--- src/rtl/muldiv_sequencer_if.sv ---
// Handshake bundle between the execute stage and the multi-cycle RV32M unit.
// The master side issues operations; the slave side is the sequencer.
interface muldiv_sequencer_if #(
    parameter int XLEN = 32,
    parameter int OPW  = 6
);
    logic            start;
    logic [OPW-1:0]  op;
    logic [XLEN-1:0] operand1;
    logic [XLEN-1:0] operand2;
    logic            flush;
    logic            busy;
    logic            stall;
    logic            done;
    logic [XLEN-1:0] result;

    modport master (
        output start, op, operand1, operand2, flush,
        input  busy, stall, done, result
    );

    modport slave (
        input  start, op, operand1, operand2, flush,
        output busy, stall, done, result
    );
endinterface

--- src/rtl/muldiv_sequencer.sv ---
// Multi-cycle RV32M unit: registered two-cycle multiply, restoring radix-2 divide,
// one operation at a time behind a start/busy/done handshake.
module muldiv_sequencer #(
    parameter int XLEN = 32,
    parameter int OPW  = 6
) (
    input  logic              clk,
    input  logic              reset,
    muldiv_sequencer_if.slave bus
);
    localparam int CW = $clog2(XLEN);
    localparam logic [XLEN-1:0] MIN_INT = {1'b1, {(XLEN-1){1'b0}}};

    typedef enum logic [2:0] {S_IDLE, S_MUL, S_DIV, S_FIX, S_DONE} state_t;

    state_t          state_reg;
    logic [2:0]      op_reg;
    logic [XLEN-1:0] a_reg;
    logic [XLEN-1:0] b_reg;
    logic            sign_a_reg;
    logic            sign_b_reg;
    logic [XLEN-1:0] dvd_reg;
    logic [XLEN-1:0] dvs_reg;
    logic [XLEN-1:0] rem_reg;
    logic [CW-1:0]   count_reg;
    logic [XLEN-1:0] result_reg;
    logic            busy_reg;
    logic            done_reg;

    // Acceptance-side decode
    logic            op_valid;
    logic            in_signed;
    logic            div_zero;
    logic            div_ovf;
    logic [XLEN-1:0] special_result;
    logic [XLEN-1:0] mag_a;
    logic [XLEN-1:0] mag_b;

    always_comb begin
        op_valid       = (bus.op[OPW-1:3] == (OPW-3)'(2));
        in_signed      = ~bus.op[0];
        div_zero       = (bus.operand2 == '0);
        div_ovf        = in_signed && (bus.operand1 == MIN_INT) && (bus.operand2 == '1);
        special_result = div_zero ? (bus.op[1] ? bus.operand1 : '1)
                                  : (bus.op[1] ? '0 : MIN_INT);
        // Negating MIN_INT yields MIN_INT, which is exactly 2^31 read as unsigned.
        mag_a = (in_signed && bus.operand1[XLEN-1]) ? -bus.operand1 : bus.operand1;
        mag_b = (in_signed && bus.operand2[XLEN-1]) ? -bus.operand2 : bus.operand2;
    end

    // Multiply: 33-bit sign/zero-extended operands; low 64 bits of the product are exact
    logic signed [XLEN:0]     mul_a;
    logic signed [XLEN:0]     mul_b;
    logic signed [2*XLEN-1:0] product;
    logic [XLEN-1:0]          mul_sel;

    always_comb begin
        mul_a   = {(op_reg[1] ^ op_reg[0]) & a_reg[XLEN-1], a_reg};
        mul_b   = {(~op_reg[1] & op_reg[0]) & b_reg[XLEN-1], b_reg};
        product = (2*XLEN)'(mul_a) * (2*XLEN)'(mul_b);
        mul_sel = (op_reg[1:0] == 2'b00) ? product[XLEN-1:0] : product[2*XLEN-1:XLEN];
    end

    // One restoring step; a borrow out of the 33-bit subtract means rem < divisor
    logic [XLEN:0]   rem_shift;
    logic [XLEN:0]   rem_sub;
    logic            q_bit;
    logic [XLEN-1:0] rem_next;
    logic [XLEN-1:0] quot_fix;
    logic [XLEN-1:0] rem_fix;
    logic [XLEN-1:0] fix_result;

    always_comb begin
        rem_shift  = {rem_reg, dvd_reg[XLEN-1]};
        rem_sub    = rem_shift - {1'b0, dvs_reg};
        q_bit      = ~rem_sub[XLEN];
        rem_next   = q_bit ? rem_sub[XLEN-1:0] : rem_shift[XLEN-1:0];
        quot_fix   = (~op_reg[0] && (sign_a_reg ^ sign_b_reg)) ? -dvd_reg : dvd_reg;
        rem_fix    = (~op_reg[0] && sign_a_reg) ? -rem_reg : rem_reg;
        fix_result = op_reg[1] ? rem_fix : quot_fix;
    end

    always_ff @(posedge clk) begin
        if (reset) begin
            state_reg  <= S_IDLE;
            op_reg     <= '0;
            a_reg      <= '0;
            b_reg      <= '0;
            sign_a_reg <= 1'b0;
            sign_b_reg <= 1'b0;
            dvd_reg    <= '0;
            dvs_reg    <= '0;
            rem_reg    <= '0;
            count_reg  <= '0;
            result_reg <= '0;
            busy_reg   <= 1'b0;
            done_reg   <= 1'b0;
        end else begin
            done_reg <= 1'b0;
            if (bus.flush) begin
                state_reg <= S_IDLE;
                busy_reg  <= 1'b0;
                count_reg <= '0;
            end else begin
                case (state_reg)
                    S_IDLE: begin
                        if (bus.start && op_valid) begin
                            op_reg     <= bus.op[2:0];
                            a_reg      <= bus.operand1;
                            b_reg      <= bus.operand2;
                            sign_a_reg <= bus.operand1[XLEN-1];
                            sign_b_reg <= bus.operand2[XLEN-1];
                            busy_reg   <= 1'b1;
                            if (!bus.op[2]) begin
                                state_reg <= S_MUL;
                            end else if (div_zero || div_ovf) begin
                                result_reg <= special_result;
                                done_reg   <= 1'b1;
                                state_reg  <= S_DONE;
                            end else begin
                                dvd_reg   <= mag_a;
                                dvs_reg   <= mag_b;
                                rem_reg   <= '0;
                                count_reg <= CW'(XLEN-1);
                                state_reg <= S_DIV;
                            end
                        end
                    end
                    S_MUL: begin
                        result_reg <= mul_sel;
                        done_reg   <= 1'b1;
                        state_reg  <= S_DONE;
                    end
                    S_DIV: begin
                        // dvd_reg doubles as the quotient: bits shift in at the bottom
                        dvd_reg   <= {dvd_reg[XLEN-2:0], q_bit};
                        rem_reg   <= rem_next;
                        count_reg <= count_reg - 1'b1;
                        if (count_reg == '0) begin
                            state_reg <= S_FIX;
                        end
                    end
                    S_FIX: begin
                        result_reg <= fix_result;
                        done_reg   <= 1'b1;
                        state_reg  <= S_DONE;
                    end
                    S_DONE: begin
                        busy_reg  <= 1'b0;
                        state_reg <= S_IDLE;
                    end
                    default: begin
                        busy_reg  <= 1'b0;
                        state_reg <= S_IDLE;
                    end
                endcase
            end
        end
    end

    assign bus.busy   = busy_reg;
    assign bus.done   = done_reg;
    assign bus.result = result_reg;
    assign bus.stall  = busy_reg | (bus.start & op_valid);

endmodule

--- src/flat_wrapper.sv ---
// flat-port wrapper written by rule: the top's interface ports become plain ports
module muldiv_sequencer_flat 
#(
    parameter int XLEN = 32,
    parameter int OPW  = 6
)
  (clk, reset, bus_start, bus_op, bus_operand1, bus_operand2, bus_flush, bus_busy, bus_stall, bus_done, bus_result);
  muldiv_sequencer_if #(.XLEN(XLEN), .OPW(OPW)) bus_i ();
  input  logic clk;
  input  logic reset;
  input wire logic [$bits(bus_i.start)-1:0] bus_start;
  input wire logic [$bits(bus_i.op)-1:0] bus_op;
  input wire logic [$bits(bus_i.operand1)-1:0] bus_operand1;
  input wire logic [$bits(bus_i.operand2)-1:0] bus_operand2;
  input wire logic [$bits(bus_i.flush)-1:0] bus_flush;
  output wire logic [$bits(bus_i.busy)-1:0] bus_busy;
  output wire logic [$bits(bus_i.stall)-1:0] bus_stall;
  output wire logic [$bits(bus_i.done)-1:0] bus_done;
  output wire logic [$bits(bus_i.result)-1:0] bus_result;
  assign bus_i.start = bus_start;
  assign bus_i.op = bus_op;
  assign bus_i.operand1 = bus_operand1;
  assign bus_i.operand2 = bus_operand2;
  assign bus_i.flush = bus_flush;
  assign bus_busy = bus_i.busy;
  assign bus_stall = bus_i.stall;
  assign bus_done = bus_i.done;
  assign bus_result = bus_i.result;
  muldiv_sequencer #(.XLEN(XLEN), .OPW(OPW)) u_core (.clk(clk), .reset(reset), .bus(bus_i));
endmodule
--- config.mk ---
export PLATFORM = sky130hd
export DESIGN_NAME = muldiv_sequencer_flat
export DESIGN_NICKNAME = d
export VERILOG_FILES = /design/src/rtl/muldiv_sequencer_if.sv /design/src/rtl/muldiv_sequencer.sv /design/src/flat_wrapper.sv
export SDC_FILE = /design/constraint.sdc
export NUM_CORES = 2
export LEC_CHECK = 0
export CORE_AREA = 2 2 280 282
export CTS_BUF_LIST = sky130_fd_sc_hd__clkbuf_4
export DETAILED_ROUTE_END_ITERATION = 8
export DIE_AREA = 0 0 282 284
export PLACE_DENSITY = 0.89
export SLEW_MARGIN = 25
export SYNTH_ARGS = -nofsm -noshare
export SYNTH_HDL_FRONTEND = slang
export SYNTH_SLANG_ARGS = --single-unit
--- constraint.sdc ---
create_clock -name clk -period 10.6 [get_ports clk]
set_input_delay 1.59 -clock clk [delete_from_list [all_inputs] [get_ports clk]]
set_output_delay 1.59 -clock clk [all_outputs]
set_load 0.02 [all_outputs]
==> impl_metrics.json <==
{
  "internal-power_uw": 1310,
  "final_cell_mix": "1264 x inv_1, 1126 x fa_1, 1054 x nand2_1",
  "p_total_uw": 1920,
  "ys_seq_area_share_pct": 7.98,
  "outcome": "finished clean",
  "coreArea_um2": 77000,
  "slew_headroom_pct": 25.0,
  "rrSetupSlack_ns": 0.47,
  "finalCriticalPeriod_ns": 10.13,
  "min_path_type": "reg -> reg",
  "cts_buffers": 57,
  "synth.net_count": 7511,
  "postSynthAreaPerCell_um2": 8.45,
  "cts-hold-fix-buffers": 0,
  "r2r-start": "u_core.op_reg[0]$_SDFFE_PP0P_",
  "critPathMaxStageDelay_ns": 0.71,
  "power.share.combinational_pct": 17.0,
  "place.gp.congestion": 1.01,
  "post_drt_wl_per_cell_um": 21.7,
  "synth_top_cell_by_area": "fa_1",
  "grtUsageTotal_pct": 39.7,
  "yosysUniqueCellTypes": 81,
  "finalNetCount": 7423,
  "routed_wl_um": 153000,
  "n_fill_cell": 5667,
  "grt_setup_unrepaired": "false",
  "cts.htree.levels": 2,
  "grt_max_degree": 86,
  "vias": 42970,
  "r2r_cells": 30,
  "clkTransAtPathRegs_ns": 0.07,
  "min_period_over_period_pct": 95.6,
  "peakVddDrop_mv": 0.0900,
  "initialDrtViolationCount": 4725,
  "overflow": 0,
  "critical_path_arrival_ns": 10.72,
  "ys_seq_elements": 204,
  "crit_type": "reg -> reg",
  "tightest_slew_ns": 1.12,
  "async_flop_share_pct": 0,
  "leakage_uw": 0.0245,
  "ant_nets": 0,
  "clk_latency_ns": 0.75,
  "port_buffers": 108,
  "critPathMostFrequentCell": "fa_1",
  "vias_per_cell": 6.09,
  "required_ns": 11.19,
  "post-route-util_pct": 69.9,
  "cts_resized": 0,
  "finalSetupViolCount": 0,
  "synth_edf_count": 0,
  "die-area_um2": 80100,
  "cp_max_fo": 18,
  "fmax_mhz": 98.7,
  "grt_pass1_vias": 45905,
  "worstSetupStartpoint": "u_core.op_reg[0]$_SDFFE_PP0P_",
  "critPathLaunchType": "flip-flop",
  "drtPass1Iterations": 9,
  "hpwl_um": 124000,
  "rows": 102,
  "die_h_um": 284,
  "ctsLongestPathBuffers": 3,
  "final_area_um2": 53800,
  "final_common_cell": "inv_1",
  "reg2reg_to": "u_core.bus.result[28]$_SDFFE_PP0P_",
  "cts_setup_buffers": 0,
  "drv_cap": 0,
  "cts.sinks": 204,
  "netSwitchingFraction_pct": 32.0,
  "ys_warn_count": 0,
  "finalSetupTns_ns": 0,
  "synth.area.top_cells": "fa_1 44%, inv_1 9.3%, dfxtp_1 8.0%",
  "ios": 109,
  "whs_ns": 0.500,
  "antenna_found_initial": 9,
  "die_x_um": 282,
  "start_util_pct": 66.5,
  "clock_power_share_pct": 41.6,
  "place_area_um2": 53000,
  "endpoint": "u_core.bus.result[28]$_SDFFE_PP0P_",
  "yosysTopAreaCellShare_pct": 44.1,
  "syn-instance-count": 6057,
  "synthToLayoutAreaGrowth_pct": 5.18,
  "fin_skew_ns": 0.0592,
  "critPathSlowestCell": "and2_1",
  "cts_tree": "done",
  "drive_above_1_share_pct": 4.37,
  "switching_power_uw": 617,
  "route.detailed.drc": 0,
  "hold_viol": 0,
  "power.density_nw_per_um2": 35.8,
  "syn_area_um2": 51200,
  "root_buffer": "clkbuf_4",
  "synth_ff_type": "dfxtp_1",
  "p_seq_share_pct": 41.5,
  "endpoint_kind": "flip-flop",
  "drv_slew": 0,
  "grt_pass1_wl_um": 245000
}
power groups by stage:
stage	registers (uW)	logic, uW	clock network, uW
6_report	798	327	800
5_1_grt	798	344	832
4_1_cts	796	315	797
3_5_place_dp	813	313	0
3_3_place_gp	813	308	0
2_1_floorplan	796	201	0
layout make-up:
cell class | instances | area (um2) | area share [%]
tap | 1040 | 1300 | 2.42
clock inverter | 19 | 139 | 0.258
timing repair buffer | 219 | 1920 | 3.58
antenna | 4 | 10.0 | 0.0186
clock buffer | 84 | 631 | 1.17
inverter | 1264 | 4740 | 8.82
sequential | 204 | 4110 | 7.63
multi-input combinational | 4223 | 40900 | 76.1
logic make-up (layout without fill, tap and decap cells):
group,count (synthesis),in the layout,synth area share (%)
multiplexers,34,34,0.665
flip-flops,204,204,7.98
other,0,4,0
adder cells (fa/ha/maj),1380,1380,50.3
AND/OR/NAND/NOR,1843,1843,16.2
AO/OA/AOI/OAI,763,763,9.32
buffers and inverters,1630,1586,12.1
XOR/XNOR,203,203,3.48
through the flow:
| step | instances | setup slack [ns] |
|---|---|---|
| finish | 7057 | 0.466 |
| global route | 7055 | 0.00998 |
| CTS | 7053 | 0.587 |
| detailed placement | 6950 | 0.644 |
| global placement | 6950 | 0.942 |
| floorplan | 6057 | 1.48 |
synthesized netlist by cell type, drive strengths merged, types with 4 or more instances:
cell	n
a211o	5
a211oi	77
a21boi	5
a21o	43
a21oi	258
a221oi	9
a311oi	9
a31oi	22
and2	288
and3	31
buf	27
clkbuf	339
dfxtp	204
fa	1126
ha	254
inv	1264
mux2i	34
nand2	1055
nand2b	25
nand3	26
nand3b	4
nand4	23
nor2	250
nor2b	22
nor3	40
nor3b	5
nor4	17
o2111ai	11
o211ai	20
o21a	18
o21ai	181
o21bai	19
o221ai	8
o311ai	6
o31a	5
o31ai	20
o41ai	13
or2	16
or3	18
or4	13
xnor2	128
xor2	75
worst min-delay path by stage:
stage / start / endpoint / cells after the start
floorplan: u_core.count_reg[3]$_SDFFE_PP0P_ / u_core.count_reg[3]$_SDFFE_PP0P_ / 1
global placement: u_core.dvs_reg[31]$_SDFFE_PP0P_ / u_core.dvs_reg[31]$_SDFFE_PP0P_ / 2
detailed placement: u_core.count_reg[3]$_SDFFE_PP0P_ / u_core.count_reg[3]$_SDFFE_PP0P_ / 1
CTS: u_core.count_reg[3]$_SDFFE_PP0P_ / u_core.count_reg[3]$_SDFFE_PP0P_ / 1
global route: u_core.dvs_reg[31]$_SDFFE_PP0P_ / u_core.dvs_reg[31]$_SDFFE_PP0P_ / 2
finish: u_core.dvs_reg[9]$_SDFFE_PP0P_ / u_core.dvs_reg[9]$_SDFFE_PP0P_ / 2
critical path: cells and delay by family (launching register included):
kind,cells,cell delay (ns)
flops,1,0.40
simple gates,6,2.09
compound gates,7,1.52
fa+ha+maj,10,4.82
buf+inv,7,1.15
per-layer routing:
layer	up-vias	global-route usage (%)	wire, um
li1	18146	-	-
met1	21232	48.8	52300
met2	2816	63.0	71300
met3	770	9.25	17900
met4	6	25.1	11500
met5	-	0	41
(Power assumes the default switching activity.)
